[config.mk]
export PLATFORM = sky130hd
export DESIGN_NAME = pipe_stage_buf
export DESIGN_NICKNAME = d
export VERILOG_FILES = /design/src/rtl/pipe_stage_buf.sv
export SDC_FILE = /design/constraint.sdc
export NUM_CORES = 1
export LEC_CHECK = 0
export ABC_AREA = 1
export BUFFER_PORTS_ARGS = -buffer_cell sky130_fd_sc_hd__buf_4
export CELL_PAD_IN_SITES_DETAIL_PLACEMENT = 1
export CELL_PAD_IN_SITES_GLOBAL_PLACEMENT = 1
export CORE_UTILIZATION = 41
export CTS_CLUSTER_DIAMETER = 150
export DETAILED_ROUTE_END_ITERATION = 10
export GPL_TIMING_DRIVEN = 0
export PLACE_DENSITY_LB_ADDON = 0.1
export SLEW_MARGIN = 15
export SYNTH_ARGS = -nofsm -noshare
export SYNTH_HDL_FRONTEND = slang
export SYNTH_SLANG_ARGS = --single-unit
export TNS_END_PERCENT = 50
[constraint.sdc]
create_clock -name clk -period 2.2 [get_ports clk]
set_input_delay 0.44 -clock clk [delete_from_list [all_inputs] [get_ports clk]]
set_output_delay 0.44 -clock clk [all_outputs]
set_load 0.1 [all_outputs]
[src/rtl/pipe_stage_buf.sv]
// pipe_stage_buf - elastic pipeline-stage register for inter-stage
// boundaries (IF/ID, ID/EX, EX/MEM).
//
// Holds an opaque payload bundle behind a valid/ready handshake. With
// SKID=1 a second (skid) entry lets in_rdy come straight from a register,
// so no combinational path runs from out_rdy back to in_rdy. With SKID=0
// the stage is a single entry whose in_rdy passes out_rdy through.
// stall freezes everything; flush (when not stalled) empties the stage.
//
// Ports:
//   clk        clock
//   reset      synchronous, active-low reset
//   in_en      upstream payload valid
//   in_rdy     stage can accept this cycle
//   in_data    upstream payload
//   stall      freeze: no transfer in or out, all state held
//   flush      discard all held entries
//   out_en     output payload valid
//   out_rdy    downstream accepts
//   out_data   output payload (NOP_DATA whenever out_en=0)
//   occupancy  number of valid entries (0..2)
//   bubble_cnt cycles where downstream was ready but nothing was offered
//   flush_cnt  flushes that actually discarded something
module pipe_stage_buf #(
    parameter int                 DATA_W   = 96,
    parameter logic [DATA_W-1:0]  NOP_DATA = {DATA_W{1'b0}},
    parameter int                 SKID     = 1,
    parameter int                 CNT_W    = 16
) (
    input  logic              clk,
    input  logic              reset,
    input  logic              in_en,
    output logic              in_rdy,
    input  logic [DATA_W-1:0] in_data,
    input  logic              stall,
    input  logic              flush,
    output logic              out_en,
    input  logic              out_rdy,
    output logic [DATA_W-1:0] out_data,
    output logic [1:0]        occupancy,
    output logic [CNT_W-1:0]  bubble_cnt,
    output logic [CNT_W-1:0]  flush_cnt
);

    localparam logic [CNT_W-1:0] CNT_ONE = CNT_W'(1);
    localparam logic [CNT_W-1:0] CNT_MAX = {CNT_W{1'b1}};

    logic              main_valid;
    logic [DATA_W-1:0] main_data;
    logic              skid_valid;
    logic [DATA_W-1:0] skid_data;
    logic              move_ok;
    logic              in_xfer;
    logic              out_xfer;
    logic              bubble_hit;

    // Any transfer, in either direction, needs the stage to be neither
    // frozen nor being flushed.
    assign move_ok    = !stall && !flush;
    assign in_xfer    = in_en && in_rdy;
    assign out_xfer   = main_valid && out_rdy && move_ok;
    assign bubble_hit = out_rdy && !main_valid && move_ok;

    // The main entry is always the one presented downstream; keeping its
    // data at NOP_DATA when empty makes out_data a plain register output.
    assign out_en    = main_valid;
    assign out_data  = main_data;
    assign occupancy = {1'b0, main_valid} + {1'b0, skid_valid};

    // With a skid entry, ready only depends on whether the skid slot is
    // free, which is registered. Without one, an occupied main entry can
    // still accept if it is draining this same cycle.
    always_comb begin
        if (SKID != 0) begin
            in_rdy = !skid_valid && move_ok;
        end else begin
            in_rdy = (!main_valid || out_rdy) && move_ok;
        end
    end

    // Entry movement and counters. Stall freezes the whole block, which is
    // why it takes priority over flush. The skid entry is only ever filled
    // while main is held, so it is always the older of any incoming data
    // and refills main first to keep FIFO order.
    always_ff @(posedge clk) begin
        if (!reset) begin
            main_valid <= 1'b0;
            main_data  <= NOP_DATA;
            skid_valid <= 1'b0;
            skid_data  <= NOP_DATA;
            bubble_cnt <= '0;
            flush_cnt  <= '0;
        end else if (!stall) begin
            if (flush) begin
                main_valid <= 1'b0;
                main_data  <= NOP_DATA;
                skid_valid <= 1'b0;
                skid_data  <= NOP_DATA;
                if ((main_valid || skid_valid) && (flush_cnt != CNT_MAX)) begin
                    flush_cnt <= flush_cnt + CNT_ONE;
                end
            end else begin
                if (bubble_hit && (bubble_cnt != CNT_MAX)) begin
                    bubble_cnt <= bubble_cnt + CNT_ONE;
                end
                if (!main_valid || out_xfer) begin
                    if (skid_valid) begin
                        main_valid <= 1'b1;
                        main_data  <= skid_data;
                        skid_valid <= 1'b0;
                        skid_data  <= NOP_DATA;
                    end else if (in_xfer) begin
                        main_valid <= 1'b1;
                        main_data  <= in_data;
                    end else begin
                        main_valid <= 1'b0;
                        main_data  <= NOP_DATA;
                    end
                end else if (in_xfer) begin
                    // Only reachable with SKID=1: main is held, park the
                    // new entry in the skid slot.
                    skid_valid <= 1'b1;
                    skid_data  <= in_data;
                end
            end
        end
    end

endmodule

==> report_table.html, run 1 <==
<table>
<tr><th>Metric</th><th>Value</th></tr>
<tr><th colspan="2">Global routing</th></tr>
<tr><td>Via count of the first global-routing pass</td><td>10915</td></tr>
<tr><td>Tot GR Track Use</td><td>26.7%</td></tr>
<tr><td>Overflow left after global routing</td><td>0</td></tr>
<tr><td>Number of antenna violations at the first check in global routing</td><td>0</td></tr>
<tr><td>Maximum number of pins on one net before global-route repair</td><td>14</td></tr>
<tr><td>Global-route wire length before repair</td><td>55700 µm</td></tr>
<tr><th colspan="2">Yosys</th></tr>
<tr><td>Synth area leader</td><td>sky130_fd_sc_hd__dfxtp_1</td></tr>
<tr><td>Post-synth cell types</td><td>28</td></tr>
<tr><td>Share of the synthesized area in the top cell type</td><td>44.0%</td></tr>
<tr><td>Syn avg cell area</td><td>6.91 µm²</td></tr>
<tr><td>Number of instances in the synthesized netlist</td><td>1488</td></tr>
<tr><td>Primary flip-flop cell chosen by synthesis mapping</td><td>sky130_fd_sc_hd__dfxtp_1</td></tr>
<tr><td>Post-synth EDFFs</td><td>0</td></tr>
<tr><td>Flip-flop and latch count after synthesis</td><td>226</td></tr>
<tr><td>Count of warnings emitted by yosys</td><td>0</td></tr>
<tr><td>Area contributors post-synth</td><td>sky130_fd_sc_hd__dfxtp_1 (44%), sky130_fd_sc_hd__nand2_1 (24%), sky130_fd_sc_hd__a21oi_1 (8.2%), sky130_fd_sc_hd__nand3_1 (6.1%), sky130_fd_sc_hd__a21oi_2 (3.4%)</td></tr>
<tr><td>Post-synthesis async set-or-reset flop share</td><td>0%</td></tr>
<tr><td>Leading cell type by number of instances after synthesis</td><td>sky130_fd_sc_hd__nand2_1</td></tr>
<tr><td>Sequential element share of the synthesized area</td><td>44.0%</td></tr>
<tr><td>Top cells by instance count after synthesis</td><td>sky130_fd_sc_hd__nand2_1 (651), sky130_fd_sc_hd__dfxtp_1 (226), sky130_fd_sc_hd__a21oi_1 (168)</td></tr>
<tr><td>Post-synthesis instance area</td><td>10300 µm²</td></tr>
<tr><td>Number of nets in the synthesized netlist</td><td>1594</td></tr>
<tr><th colspan="2">Power</th></tr>
<tr><td>Leakage power</td><td>5.48 nW</td></tr>
<tr><td>Power per cell area</td><td>701 nW/µm²</td></tr>
<tr><td>Maximum resistive drop on vdd</td><td>0.384 mV</td></tr>
<tr><th colspan="2">Worst setup path</th></tr>
<tr><td>Required time of the critical path</td><td>1760 ps</td></tr>
<tr><td>CP startpoint</td><td>skid_valid</td></tr>
<tr><td>Worst Setup End Kind</td><td>primary output</td></tr>
<tr><td>Data arrival, critical path</td><td>1700 ps</td></tr>
<tr><td>Largest fanout on the critical path</td><td>9</td></tr>
<tr><td>Kind of start point of the critical path</td><td>register</td></tr>
<tr><td>Capturing instance or port of the critical path</td><td>occupancy[0]</td></tr>
<tr><td>RR Endpoint</td><td>flush_cnt[4]</td></tr>
<tr><td>Critical setup path kind</td><td>register to primary output</td></tr>
<tr><td>Reg2reg path depth</td><td>8</td></tr>
<tr><td>RR Startpoint</td><td>skid_valid</td></tr>
<tr><td>Reg2Reg Setup Slack</td><td>300 ps</td></tr>
<tr><th colspan="2">Timing</th></tr>
<tr><td>Hold slack</td><td>193 ps</td></tr>
<tr><td>Count of endpoints failing setup in the final report</td><td>0</td></tr>
<tr><td>Slew at the pin closest to its max-slew limit</td><td>848 ps</td></tr>
<tr><td>Final count of hold timing violations</td><td>0</td></tr>
<tr><td>Min Tclk post-route</td><td>2140 ps</td></tr>
<tr><td>Slew Viols, Final</td><td>0</td></tr>
<tr><td>Aggregate negative setup slack</td><td>0 ps</td></tr>
<tr><td>Slew headroom</td><td>43.5%</td></tr>
<tr><td>Maximum frequency from static timing analysis</td><td>0.466 GHz</td></tr>
<tr><td>Clock Skew</td><td>11.8 ps</td></tr>
<tr><td>Period utilization</td><td>97.4%</td></tr>
<tr><th colspan="2">Route</th></tr>
<tr><td>Met3 wire length</td><td>1740 µm</td></tr>
<tr><td>Drt pass-1 iters</td><td>4</td></tr>
<tr><td>Detailed Route WL</td><td>34600 µm</td></tr>
<tr><td>Final ANT Viol Nets</td><td>0</td></tr>
<tr><td>WL met2</td><td>17000 µm</td></tr>
<tr><td>Top layer in use</td><td>met4</td></tr>
<tr><td>Initial DRC Count</td><td>502</td></tr>
<tr><td>Per-cell routed wire length</td><td>16.6 µm</td></tr>
<tr><td>Met1 layer wirelength in the final routing</td><td>15000 µm</td></tr>
<tr><td>Via density per instance</td><td>5.09</td></tr>
<tr><td>Number of vias after detailed routing</td><td>10638</td></tr>
<tr><td>Remaining design rule violation count</td><td>0</td></tr>
<tr><th colspan="2">Status</th></tr>
<tr><td>Run status</td><td>completed</td></tr>
<tr><th colspan="2">Min path</th></tr>
<tr><td>Worst min-delay path category</td><td>primary input to register</td></tr>
<tr><td>Start point of the worst min-delay path</td><td>in_data[39]</td></tr>
<tr><th colspan="2">Clock tree</th></tr>
<tr><td>Clock buffer count from CTS</td><td>26</td></tr>
<tr><td>Level count of the clock H-tree</td><td>1</td></tr>
<tr><td>Reg clk slew, reported paths</td><td>60 ps</td></tr>
<tr><td>TritonCTS clock tree</td><td>built</td></tr>
<tr><td>CTS root buffer</td><td>sky130_fd_sc_hd__clkbuf_16</td></tr>
<tr><td>Post-CTS setup-driven buffer insertion count</td><td>0</td></tr>
<tr><td>CTS Buffer Depth</td><td>3</td></tr>
<tr><td>Cts-stage hold buffer count</td><td>0</td></tr>
<tr><td>TritonCTS Sinks</td><td>226</td></tr>
<tr><td>Clock latency of the later-clocked register in the worst-skew pair</td><td>540 ps</td></tr>
<tr><th colspan="2">Die</th></tr>
<tr><td>Die height</td><td>160 µm</td></tr>
<tr><td>Number of core rows</td><td>57</td></tr>
<tr><td>Chip Width</td><td>160 µm</td></tr>
<tr><td>Floorplan die area</td><td>25700 µm²</td></tr>
<tr><td>Number of top-level design ports</td><td>234</td></tr>
<tr><td>Core Footprint</td><td>24500 µm²</td></tr>
<tr><td>Initial core utilization</td><td>42.1%</td></tr>
<tr><th colspan="2">Placement</th></tr>
<tr><td>Area after DPL</td><td>12500 µm²</td></tr>
<tr><td>Routability congestion estimate</td><td>0.804</td></tr>
<tr><td>Detailed placement HPWL</td><td>24500 µm</td></tr>
<tr><td>Placed Cells</td><td>2045</td></tr>
<tr><td>Quantity of I/O buffers inserted on ports</td><td>233</td></tr>
<tr><th colspan="2">Cells and area</th></tr>
<tr><td>Share of layout cells above drive strength 1</td><td>23.9%</td></tr>
<tr><td>Number of standard cells in the final layout excluding fillers</td><td>2089</td></tr>
<tr><td>Number of diodes</td><td>0</td></tr>
<tr><td>Layout overhead on the synthesized area</td><td>29.5%</td></tr>
<tr><td>Final net count</td><td>1855</td></tr>
<tr><td>Final instance area</td><td>13300 µm²</td></tr>
<tr><th colspan="2">Flow run</th></tr>
<tr><td>Number of max-cap violations</td><td>0</td></tr>
</table>
## state kept, by name (all words and copies together), names as in the netlist
| name | cells |
|---|---|
| flush_cnt | 16 |
| skid_valid | 1 |
| out_data | 96 |
| out_en | 1 |
| bubble_cnt | 16 |
| skid_data | 96 |
## report_power, final
part / total, mW / internal, mW / leakage, nW / switching [mW]
registers: 4.13 / 4.11 / 1.82 / 0.0146
logic: 0.861 / 0.267 / 3.24 / 0.593
clock network: 4.35 / 2.58 / 0.419 / 1.78
## worst min-delay path by stage
| stage | endpoint | slack [ps] | cells after the start |
|---|---|---|---|
| after floorplan | skid_data[0] | 440 | 2 |
| after global placement | skid_data[44] | 450 | 2 |
| after detailed placement | skid_data[72] | 450 | 2 |
| after CTS | skid_data[48] | 170 | 3 |
| after global routing | skid_data[8] | 180 | 3 |
| final | skid_data[39] | 190 | 3 |
## layer usage
metal	up-vias	track usage (%)
met3	53	4.98
met4	0	7.53
met2	230	47.1
met5	-	0
li1	5249	-
met1	5106	32.9
## metrics by stage
stage	utilization (%)	total power [mW]	worst slack [ps]
after floorplan	-	4.71	59.6
after global placement	50.9	5.07	8.70
after detailed placement	50.9	5.08	-35.0
after CTS	54.4	9.41	3.79
after global routing	54.4	9.65	-10.1
final	54.4	9.34	56.2
## area by class of cell
class	instances	area, µm²
Buffer	100	596
Clock inverter	5	63.8
Timing Repair Buffer	233	1760
Inverter	42	158
Sequential cell	226	4530
Fill cell	3167	11100
Multi-Input combinational cell	1120	5020
Tap cell	324	405
Clock buffer	39	790
## cells by family (layout without fill, tap and decap cells)
family / count (synthesis) / after routing / synth area share (%)
and+or+nand+nor: 896 / 896 / 35.9
DFF: 226 / 226 / 44.0
AOI/OAI and AO/OA: 213 / 213 / 11.8
buffers and inverters: 142 / 419 / 7.26
xor gates and xnor gates: 7 / 7 / 0.596
adders and majority gates: 4 / 4 / 0.486
## worst max-delay path, cell delays in order, from the launching register on
cell	delay [ps]
sky130_fd_sc_hd__dfxtp_1	360
sky130_fd_sc_hd__buf_6	190
sky130_fd_sc_hd__inv_1	80
sky130_fd_sc_hd__ha_1	340
sky130_fd_sc_hd__buf_8	210
## cells in the final DEF (no fill, tap or decap), types with 2 or more instances in the layout
cell                        synthesis  routed
sky130_fd_sc_hd__nand3b_1           2       2
sky130_fd_sc_hd__buf_2             32      31
sky130_fd_sc_hd__inv_2              2       2
sky130_fd_sc_hd__buf_8              1       2
sky130_fd_sc_hd__nand2_1          651     650
sky130_fd_sc_hd__nand2_2           42      43
sky130_fd_sc_hd__dfxtp_1          226     221
sky130_fd_sc_hd__clkbuf_16          0      26
sky130_fd_sc_hd__dfxtp_2            0       5
sky130_fd_sc_hd__a21oi_2           40      40
sky130_fd_sc_hd__a21oi_1          168     168
sky130_fd_sc_hd__buf_4              4     236
sky130_fd_sc_hd__clkinv_1           2       2
sky130_fd_sc_hd__xor2_1             5       5
sky130_fd_sc_hd__o21ai_0            5       5
sky130_fd_sc_hd__nand3_1          126     126
sky130_fd_sc_hd__ha_1               4       4
sky130_fd_sc_hd__clkbuf_1          48      52
sky130_fd_sc_hd__nand2_4            2       2
sky130_fd_sc_hd__clkinv_2           0       2
sky130_fd_sc_hd__inv_1             38      38
sky130_fd_sc_hd__xnor2_1            2       2
sky130_fd_sc_hd__clkbuf_8           0       9
sky130_fd_sc_hd__nand4_1            2       2
sky130_fd_sc_hd__nor2_1            62      62
sky130_fd_sc_hd__nor3_1             4       4
sky130_fd_sc_hd__nor2_2             2       2
sky130_fd_sc_hd__buf_6             11      12
sky130_fd_sc_hd__buf_12             4       4
## what timing repair did
action	in CTS	in global routing
gates resized for setup	3	1
gates cloned	0	0
setup endpoints to repair	1	1
pin swaps	0	0
No activity file was read; power rests on OpenSTA's default activity.
==> inputs of run 2 (changes only) <==
--- a/config.mk
+++ b/config.mk
@@ -5,11 +5,11 @@
 export SDC_FILE = /design/constraint.sdc
 export NUM_CORES = 1
 export LEC_CHECK = 0
-export ABC_AREA = 1
+export ABC_AREA = 0
 export BUFFER_PORTS_ARGS = -buffer_cell sky130_fd_sc_hd__buf_4
 export CELL_PAD_IN_SITES_DETAIL_PLACEMENT = 1
 export CELL_PAD_IN_SITES_GLOBAL_PLACEMENT = 1
-export CORE_UTILIZATION = 41
+export CORE_UTILIZATION = 40
 export CTS_CLUSTER_DIAMETER = 150
 export DETAILED_ROUTE_END_ITERATION = 10
 export GPL_TIMING_DRIVEN = 0
==> constraint.sdc (replaced) <==
create_clock -name clk -period 2 [get_ports clk]
set_input_delay 0.4 -clock clk [delete_from_list [all_inputs] [get_ports clk]]
set_output_delay 0.4 -clock clk [all_outputs]
set_load 0.1 [all_outputs]
==> report_table.html, run 2 <==
<table>
<tr><th>Metric</th><th>Value</th></tr>
<tr><th colspan="2">Status</th></tr>
<tr><td>Run status</td><td>completed</td></tr>
<tr><th colspan="2">Worst setup path</th></tr>
<tr><td>Stages on the worst setup path</td><td>3 (-1)</td></tr>
<tr><td>Reg2Reg Setup Slack</td><td>80 ps (-220 ps)</td></tr>
<tr><td>Kind of cell adding the most delay to the critical path</td><td>flip-flops</td></tr>
<tr><td>Kind of start point of the critical path</td><td>register</td></tr>
<tr><td>Cell chain of the critical path</td><td>inv_1, ha_4, buf_12</td></tr>
<tr><td>Critical setup path kind</td><td>register to primary output</td></tr>
<tr><td>Worst Setup End Kind</td><td>primary output</td></tr>
<tr><td>Largest fanout on the critical path</td><td>8 (-1)</td></tr>
<tr><td>Critical path's largest stage delay</td><td>430 ps (+70 ps)</td></tr>
<tr><td>Required time of the critical path</td><td>1600 ps (-160 ps)</td></tr>
<tr><td>Worst-path cell with the longest stage delay</td><td>sky130_fd_sc_hd__dfxtp_2</td></tr>
<tr><td>Reg2reg path depth</td><td>7 (-1)</td></tr>
<tr><td>Data arrival, critical path</td><td>1540 ps (-160 ps)</td></tr>
<tr><td>Sum of buffers and inverters on the critical path</td><td>2 (-1)</td></tr>
<tr><th colspan="2">Yosys</th></tr>
<tr><td>Top cells by instance count after synthesis</td><td>sky130_fd_sc_hd__dfxtp_1 (226), sky130_fd_sc_hd__a22oi_1 (96), sky130_fd_sc_hd__o2bb2ai_1 (96)</td></tr>
<tr><td>Sequential element share of the synthesized area</td><td>53.3% (+9.4 points)</td></tr>
<tr><td>Share of the synthesized area in the top cell type</td><td>53.3% (+9.4 points)</td></tr>
<tr><td>Post-synth cell types</td><td>48 (+71%)</td></tr>
<tr><td>Flip-flop and latch count after synthesis</td><td>226 (unchanged)</td></tr>
<tr><td>Number of instances in the synthesized netlist</td><td>769 (-48%)</td></tr>
<tr><td>Post-synthesis async set-or-reset flop share</td><td>0% (unchanged)</td></tr>
<tr><td>Synth area leader</td><td>sky130_fd_sc_hd__dfxtp_1</td></tr>
<tr><td>Area contributors post-synth</td><td>sky130_fd_sc_hd__dfxtp_1 (53%), sky130_fd_sc_hd__o2bb2ai_1 (9.9%), sky130_fd_sc_hd__a22o_1 (9.8%), sky130_fd_sc_hd__a22oi_1 (8.5%), sky130_fd_sc_hd__clkbuf_1 (1.9%)</td></tr>
<tr><td>Primary flip-flop cell chosen by synthesis mapping</td><td>sky130_fd_sc_hd__dfxtp_1</td></tr>
<tr><td>Post-synthesis instance area</td><td>8480 µm² (-18%)</td></tr>
<tr><td>Count of warnings emitted by yosys</td><td>0 (unchanged)</td></tr>
<tr><td>Post-synth EDFFs</td><td>0 (unchanged)</td></tr>
<tr><td>Leading cell type by number of instances after synthesis</td><td>sky130_fd_sc_hd__dfxtp_1</td></tr>
<tr><td>Syn avg cell area</td><td>11.0 µm² (+60%)</td></tr>
<tr><td>Number of nets in the synthesized netlist</td><td>875 (-45%)</td></tr>
<tr><th colspan="2">Clock tree</th></tr>
<tr><td>CTS root buffer</td><td>sky130_fd_sc_hd__clkbuf_16</td></tr>
<tr><td>Reg clk slew, reported paths</td><td>60 ps (about the same)</td></tr>
<tr><td>TritonCTS Sinks</td><td>226 (unchanged)</td></tr>
<tr><td>CTS Buffer Depth</td><td>3 (unchanged)</td></tr>
<tr><td>Cts-stage hold buffer count</td><td>0 (unchanged)</td></tr>
<tr><td>Clock latency of the later-clocked register in the worst-skew pair</td><td>520 ps (-20 ps)</td></tr>
<tr><td>Clock buffer count from CTS</td><td>25 (-3.8%)</td></tr>
<tr><td>TritonCTS clock tree</td><td>built</td></tr>
<tr><td>Level count of the clock H-tree</td><td>1 (unchanged)</td></tr>
<tr><th colspan="2">Timing</th></tr>
<tr><td>Slew at the pin closest to its max-slew limit</td><td>619 ps (-228 ps)</td></tr>
<tr><td>Clock Skew</td><td>16.2 ps (+4.47 ps)</td></tr>
<tr><td>Final count of hold timing violations</td><td>0 (unchanged)</td></tr>
<tr><td>Slew Viols, Final</td><td>0 (unchanged)</td></tr>
<tr><td>Period utilization</td><td>96.8%</td></tr>
<tr><td>Min Tclk post-route</td><td>1940 ps</td></tr>
<tr><td>Maximum frequency from static timing analysis</td><td>0.516 GHz</td></tr>
<tr><td>Count of endpoints failing setup in the final report</td><td>0 (unchanged)</td></tr>
<tr><td>Hold slack</td><td>108 ps (-85.1 ps)</td></tr>
<tr><td>Setup repair after global routing missed its margin</td><td>no</td></tr>
<tr><td>Slew headroom</td><td>58.7% (+15 points)</td></tr>
<tr><th colspan="2">Route</th></tr>
<tr><td>Top layer in use</td><td>met4</td></tr>
<tr><td>WL met2</td><td>12000 µm (-29%)</td></tr>
<tr><td>Met1 layer wirelength in the final routing</td><td>11800 µm (-22%)</td></tr>
<tr><td>Number of vias after detailed routing</td><td>7489 (-30%)</td></tr>
<tr><td>Drt pass-1 iters</td><td>7 (+3)</td></tr>
<tr><td>Per-cell routed wire length</td><td>19.6 µm (+18%)</td></tr>
<tr><td>Final ANT Viol Nets</td><td>0 (unchanged)</td></tr>
<tr><td>Remaining design rule violation count</td><td>0 (unchanged)</td></tr>
<tr><td>Via density per instance</td><td>5.67 (+11%)</td></tr>
<tr><td>Met3 wire length</td><td>1640 µm (-5.7%)</td></tr>
<tr><td>Detailed Route WL</td><td>25900 µm (-25%)</td></tr>
<tr><td>Initial DRC Count</td><td>319 (-36%)</td></tr>
<tr><th colspan="2">Die</th></tr>
<tr><td>Floorplan die area</td><td>21800 µm² (-15%)</td></tr>
<tr><td>Initial core utilization</td><td>41.4% (-0.66 points)</td></tr>
<tr><td>Core Footprint</td><td>20500 µm² (-16%)</td></tr>
<tr><td>Chip Width</td><td>148 µm (-8.0%)</td></tr>
<tr><td>Die height</td><td>148 µm (-8.0%)</td></tr>
<tr><td>Number of top-level design ports</td><td>234 (unchanged)</td></tr>
<tr><td>Number of core rows</td><td>52 (-8.8%)</td></tr>
<tr><th colspan="2">Power</th></tr>
<tr><td>Power per cell area</td><td>837 nW/µm² (+19%)</td></tr>
<tr><td>Leakage power</td><td>4.54 nW (-17%)</td></tr>
<tr><td>Maximum resistive drop on vdd</td><td>0.571 mV (+48%)</td></tr>
<tr><td>Overall power after layout</td><td>9.72 mW (+4.0%)</td></tr>
<tr><th colspan="2">Global routing</th></tr>
<tr><td>Tot GR Track Use</td><td>23.3% (-3.4 points)</td></tr>
<tr><td>Global-route wire length before repair</td><td>41000 µm (-26%)</td></tr>
<tr><td>Maximum number of pins on one net before global-route repair</td><td>19 (+5)</td></tr>
<tr><td>Overflow left after global routing</td><td>0 (unchanged)</td></tr>
<tr><td>Number of antenna violations at the first check in global routing</td><td>0 (unchanged)</td></tr>
<tr><td>Via count of the first global-routing pass</td><td>7506 (-31%)</td></tr>
<tr><th colspan="2">Placement</th></tr>
<tr><td>Quantity of I/O buffers inserted on ports</td><td>230 (-1.3%)</td></tr>
<tr><td>Routability congestion estimate</td><td>0.788 (-2.0%)</td></tr>
<tr><td>Area after DPL</td><td>10600 µm² (-15%)</td></tr>
<tr><td>Detailed placement HPWL</td><td>17900 µm (-27%)</td></tr>
<tr><th colspan="2">Cells and area</th></tr>
<tr><td>Layout overhead on the synthesized area</td><td>36.8%</td></tr>
<tr><td>Share of layout cells above drive strength 1</td><td>33.0% (+9.1 points)</td></tr>
<tr><td>Number of fill cells</td><td>2237 (-29%)</td></tr>
<tr><td>FF+latch area</td><td>4540 µm² (+0.19%)</td></tr>
<tr><td>Number of diodes</td><td>0 (unchanged)</td></tr>
<tr><td>Final instance area</td><td>11600 µm² (-13%)</td></tr>
<tr><td>Combined area of the multi-input logic cells</td><td>3650 µm² (-27%)</td></tr>
<tr><td>Final net count</td><td>1140 (-39%)</td></tr>
<tr><td>Most common cell after layout, fill and taps aside</td><td>sky130_fd_sc_hd__buf_4</td></tr>
<tr><td>Layout Utilization</td><td>56.6% (+2.2 points)</td></tr>
<tr><td>Commonest cells after routing, fill and taps aside</td><td>sky130_fd_sc_hd__buf_4 (243), sky130_fd_sc_hd__dfxtp_1 (216), sky130_fd_sc_hd__a22oi_1 (96), sky130_fd_sc_hd__o2bb2ai_1 (96), sky130_fd_sc_hd__a22o_1 (95)</td></tr>
<tr><th colspan="2">Flow run</th></tr>
<tr><td>Number of max-cap violations</td><td>0 (unchanged)</td></tr>
<tr><th colspan="2">Min path</th></tr>
<tr><td>Worst min-delay path category</td><td>primary input to register</td></tr>
<tr><td>Hold-critical path depth</td><td>2 (-1)</td></tr>
</table>
## run 2: cell families after synthesis
| logic type | Yosys count | synth area share, % |
|---|---|---|
| buf+inv | 80 | 4.59 |
| compound gates | 350 | 33.1 |
| simple gates | 103 | 7.65 |
| fa+ha+maj | 4 | 0.590 |
| flops | 226 | 53.3 |
| mux | 6 | 0.708 |
## run 2: area by class of cell
cell class,count,area share (%)
multi-input cells,463,31.5
plain buffers,72,3.76
clock inverters,14,1.12
flip-flops and latches,226,39.1
repair buffers,240,15.7
inverters,6,0.216
clock buffers,30,5.64
well taps,270,2.91
## run 2: power breakdown
part / internal (mW) / total [mW] / switching, mW
Clock: 2.59 / 4.44 / 1.85
Sequential: 4.52 / 4.54 / 0.0179
Combinational: 0.265 / 0.740 / 0.475
Total: 7.38 / 9.72 / 2.34
## run 2: what timing repair did
item / 4_1_cts / 5_1_grt
resized for setup: 19 / 27
buffers inserted: 6 / 4
endpoints found under the setup margin: 114 / 121
pin swaps: 6 / 7
## run 2: worst reg2reg max path: stages (launching register included)
cell and delay [ps]:
sky130_fd_sc_hd__dfxtp_2 430, sky130_fd_sc_hd__inv_1 130, sky130_fd_sc_hd__ha_4 180, sky130_fd_sc_hd__nor3b_4 220, sky130_fd_sc_hd__nand4_1 240, sky130_fd_sc_hd__buf_4 220, sky130_fd_sc_hd__or3_4 320, sky130_fd_sc_hd__a21oi_2 110
## run 2: layer usage
layer,global-route usage [%],vias to the layer above
met1,31.2,3660
li1,-,3596
met3,5.46,34
met2,37.6,199
met5,0,-
met4,6.19,0
## run 2: path summary, 6_finish.rpt
| kind | startpoint | end |
|---|---|---|
| worst max-delay path | out_en | occupancy[0] |
| worst max register to register | out_en | flush_cnt[13] |
| worst min register to register | out_data[53] | out_data[53] |
| worst min-delay path | in_data[16] | skid_data[16] |
## run 2: through the flow
step           setup WS, ps  cells  setup TNS [ps]
6_report               63.1   1321               0
5_1_grt                1.77   1321               0
2_1_floorplan          -369    769          -63370
4_1_cts                1.54   1318               0
3_3_place_gp           -795   1269          -36830
3_5_place_dp           -848   1269          -45820
==> inputs of run 3 (changes only) <==
--- a/config.mk
+++ b/config.mk
@@ -6,12 +6,13 @@
 export NUM_CORES = 1
 export LEC_CHECK = 0
 export ABC_AREA = 0
-export BUFFER_PORTS_ARGS = -buffer_cell sky130_fd_sc_hd__buf_4
 export CELL_PAD_IN_SITES_DETAIL_PLACEMENT = 1
 export CELL_PAD_IN_SITES_GLOBAL_PLACEMENT = 1
-export CORE_UTILIZATION = 40
+export CORE_UTILIZATION = 45
+export CTS_BUF_LIST = sky130_fd_sc_hd__clkbuf_2
 export CTS_CLUSTER_DIAMETER = 150
 export DETAILED_ROUTE_END_ITERATION = 10
+export DONT_BUFFER_PORTS = 1
 export GPL_TIMING_DRIVEN = 0
 export PLACE_DENSITY_LB_ADDON = 0.1
 export SLEW_MARGIN = 15
==> constraint.sdc (replaced) <==
create_clock -name clk -period 1.7 [get_ports clk]
set_input_delay 0.34 -clock clk [delete_from_list [all_inputs] [get_ports clk]]
set_output_delay 0.34 -clock clk [all_outputs]
set_load 0.1 [all_outputs]
==> report_table.html, run 3 (synthesized netlist as in run 2, its figures left out) <==
<table>
<tr><th>Metric</th><th>Value</th></tr>
<tr><th colspan="2">Status</th></tr>
<tr><td>Run status</td><td>finished, violations left</td></tr>
<tr><td>Violated checks</td><td>negative setup slack</td></tr>
<tr><th colspan="2">Timing</th></tr>
<tr><td>Clock Skew</td><td>64.9 ps (+48.6 ps)</td></tr>
<tr><td>Aggregate negative setup slack</td><td>-152130 ps (-152130 ps)</td></tr>
<tr><td>Slew headroom</td><td>28.0% (-31 points)</td></tr>
<tr><td>Count of endpoints failing setup in the final report</td><td>318 (+318)</td></tr>
<tr><td>Final count of hold timing violations</td><td>0 (unchanged)</td></tr>
<tr><td>Setup repair after global routing missed its margin</td><td>yes</td></tr>
<tr><td>Period utilization</td><td>150%</td></tr>
<tr><td>Slew Viols, Final</td><td>0 (unchanged)</td></tr>
<tr><td>Final setup margin</td><td>-854 ps (-917 ps)</td></tr>
<tr><td>Min Tclk post-route</td><td>2550 ps</td></tr>
<tr><td>Slew at the pin closest to its max-slew limit</td><td>1080 ps (+458 ps)</td></tr>
<tr><td>Maximum frequency from static timing analysis</td><td>0.392 GHz</td></tr>
<tr><th colspan="2">Global routing</th></tr>
<tr><td>Maximum number of pins on one net before global-route repair</td><td>15 (-4)</td></tr>
<tr><td>Met3 usage in global routing</td><td>9.02% (+3.6 points)</td></tr>
<tr><td>Tot GR Track Use</td><td>31.6% (+8.4 points)</td></tr>
<tr><td>Overflow left after global routing</td><td>0 (unchanged)</td></tr>
<tr><td>Global-route wire length before repair</td><td>48900 µm (+19%)</td></tr>
<tr><td>M2 GR Usage</td><td>56.0% (+18 points)</td></tr>
<tr><td>Number of antenna violations at the first check in global routing</td><td>5 (+5)</td></tr>
<tr><td>GRT met1 Usage</td><td>35.5% (+4.4 points)</td></tr>
<tr><td>Layer with the highest usage after global routing</td><td>met2</td></tr>
<tr><td>Via count of the first global-routing pass</td><td>8764 (+17%)</td></tr>
<tr><th colspan="2">Die</th></tr>
<tr><td>Chip Width</td><td>139 µm (-5.6%)</td></tr>
<tr><td>Initial core utilization</td><td>46.6% (+5.2 points)</td></tr>
<tr><td>Number of top-level design ports</td><td>234 (unchanged)</td></tr>
<tr><td>Die height</td><td>139 µm (-5.6%)</td></tr>
<tr><td>Core Footprint</td><td>18200 µm² (-11%)</td></tr>
<tr><td>Floorplan die area</td><td>19400 µm² (-11%)</td></tr>
<tr><td>Number of core rows</td><td>49 (-5.8%)</td></tr>
<tr><th colspan="2">Clock tree</th></tr>
<tr><td>Level count of the clock H-tree</td><td>2 (+1)</td></tr>
<tr><td>Clock buffer count from CTS</td><td>56 (+120%)</td></tr>
<tr><td>CTS root buffer</td><td>sky130_fd_sc_hd__clkbuf_2</td></tr>
<tr><td>TritonCTS Sinks</td><td>226 (unchanged)</td></tr>
<tr><td>TritonCTS clock tree</td><td>built</td></tr>
<tr><td>Clock latency of the later-clocked register in the worst-skew pair</td><td>850 ps (+330 ps)</td></tr>
<tr><td>Reg clk slew, reported paths</td><td>120 ps (+60 ps)</td></tr>
<tr><td>CTS Buffer Depth</td><td>3 (unchanged)</td></tr>
<tr><th colspan="2">Power</th></tr>
<tr><td>Maximum resistive drop on vdd</td><td>0.607 mV (+6.4%)</td></tr>
<tr><td>Leakage power</td><td>4.43 nW (-2.3%)</td></tr>
<tr><td>Switching power</td><td>3.16 mW (+35%)</td></tr>
<tr><td>Sequential Power Share</td><td>53.0% (+6.3 points)</td></tr>
<tr><td>Overall power after layout</td><td>10.1 mW (+3.5%)</td></tr>
<tr><td>Proportion of power drawn by the clock network</td><td>37.8% (-7.8 points)</td></tr>
<tr><td>Power per cell area</td><td>783 nW/µm² (-6.5%)</td></tr>
<tr><td>Internal power</td><td>6.89 mW (-6.6%)</td></tr>
<tr><td>Net switching share of the total power</td><td>31.4% (+7.4 points)</td></tr>
<tr><td>Share of total power in combinational logic</td><td>9.2% (+1.6 points)</td></tr>
<tr><th colspan="2">Route</th></tr>
<tr><td>Per-cell routed wire length</td><td>28.6 µm (+46%)</td></tr>
<tr><td>Remaining design rule violation count</td><td>0 (unchanged)</td></tr>
<tr><td>Drt pass-1 iters</td><td>4 (-3)</td></tr>
<tr><td>Via density per instance</td><td>6.53 (+15%)</td></tr>
<tr><td>Initial DRC Count</td><td>430 (+35%)</td></tr>
<tr><td>Final ANT Viol Nets</td><td>0 (unchanged)</td></tr>
<tr><td>Number of vias after detailed routing</td><td>8266 (+10%)</td></tr>
<tr><td>Detailed Route WL</td><td>36200 µm (+40%)</td></tr>
<tr><th colspan="2">Worst setup path</th></tr>
<tr><td>CP startpoint</td><td>skid_valid</td></tr>
<tr><td>Critical setup path kind</td><td>register to register</td></tr>
<tr><td>Kind of start point of the critical path</td><td>register</td></tr>
<tr><td>Required time of the critical path</td><td>2430 ps (+830 ps)</td></tr>
<tr><td>Worst Setup End Kind</td><td>register</td></tr>
<tr><td>Data arrival, critical path</td><td>3280 ps (+1740 ps)</td></tr>
<tr><td>RR Startpoint</td><td>skid_valid</td></tr>
<tr><td>Largest fanout on the critical path</td><td>8 (unchanged)</td></tr>
<tr><th colspan="2">Min path</th></tr>
<tr><td>Start point of the worst min-delay path</td><td>stall</td></tr>
<tr><td>Worst min-delay path category</td><td>primary input to register</td></tr>
<tr><th colspan="2">Flow run</th></tr>
<tr><td>Number of max-cap violations</td><td>0 (unchanged)</td></tr>
<tr><th colspan="2">Placement</th></tr>
<tr><td>Quantity of I/O buffers inserted on ports</td><td>0 (-100%)</td></tr>
<tr><td>Detailed placement HPWL</td><td>17200 µm (-3.7%)</td></tr>
<tr><td>Routability congestion estimate</td><td>0.806 (+2.3%)</td></tr>
<tr><th colspan="2">Cells and area</th></tr>
<tr><td>Final net count</td><td>1102 (-3.3%)</td></tr>
<tr><td>Share of layout cells above drive strength 1</td><td>45.3% (+12 points)</td></tr>
<tr><td>Combined area of the multi-input logic cells</td><td>4390 µm² (+20%)</td></tr>
<tr><td>FF+latch area</td><td>5010 µm² (+10%)</td></tr>
<tr><td>Commonest cells after routing, fill and taps aside</td><td>sky130_fd_sc_hd__dfxtp_4 (130), sky130_fd_sc_hd__dlygate4sd3_1 (104), sky130_fd_sc_hd__dfxtp_1 (96), sky130_fd_sc_hd__a22o_1 (95), sky130_fd_sc_hd__a22oi_2 (90)</td></tr>
<tr><td>Number of fill cells</td><td>1729 (-23%)</td></tr>
<tr><td>Layout overhead on the synthesized area</td><td>51.3%</td></tr>
<tr><td>Most common cell after layout, fill and taps aside</td><td>sky130_fd_sc_hd__dfxtp_4</td></tr>
<tr><td>Layout Utilization</td><td>70.5% (+14 points)</td></tr>
</table>
-- run 3: metrics by stage --
stage	hold slack, ps	cells	setup slack (ps)	cell area (µm²)
final	76.0	1266	-854	12800
after global routing	30.8	1266	-870	12800
after CTS	6.63	1248	-776	11900
after detailed placement	460	998	-1080	8840
after global placement	456	998	-1070	8840
after floorplan	438	769	-609	8550
-- run 3: worst paths after layout --
kind                    to  slack (ps)  depth (start not counted)
min          flush_cnt[12]          80                          5
min reg2reg   skid_data[5]         510                          1
max          skid_data[66]        -850                          7
max reg2reg  skid_data[66]        -850                          7
-- run 3: critical path: stages (launching register included) --
cell and delay [ps]:
sky130_fd_sc_hd__dfxtp_4 400, sky130_fd_sc_hd__nor3_4 870, sky130_fd_sc_hd__and2_4 350, sky130_fd_sc_hd__and3_4 210
sky130_fd_sc_hd__buf_12 130, sky130_fd_sc_hd__buf_12 170, sky130_fd_sc_hd__buf_8 130, sky130_fd_sc_hd__a22o_1 170
-- run 3: timing repair --
item | CTS | global route
gates cloned | 15 | 8
pin swaps | 175 | 123
hold endpoints to repair | 213 | 0
resized for setup | 244 | 285
setup buffers | 38 | 13
hold buffers | 104 | 0
setup endpoints to repair | 356 | 356
-- run 3: final cells by class --
cell class,instances,area share (%)
multi-input combinational,463,34.2
sequential,226,39.1
clock buffer,76,2.96
tap,229,2.23
antenna,5,0.0975
timing repair buffer,172,15.1
clock inverter,18,0.780
buffer,71,5.35
inverter,6,0.214
-- run 3: power groups by stage --
stage	clock network (mW)	logic [mW]	registers (mW)
2_1_floorplan	0	0.296	5.62
3_3_place_gp	0	0.392	5.63
3_5_place_dp	0	0.405	5.63
4_1_cts	3.63	0.826	5.46
5_1_grt	4.07	0.962	5.33
6_report	3.80	0.928	5.33
-- run 3: per-layer routing --
| layer | up-vias | part of all wire, % |
|---|---|---|
| li1 | 3566 | - |
| met1 | 4168 | 38 |
| met2 | 420 | 51 |
| met3 | 112 | 7.2 |
| met4 | 0 | 4.0 |
| met5 | - | 0 |
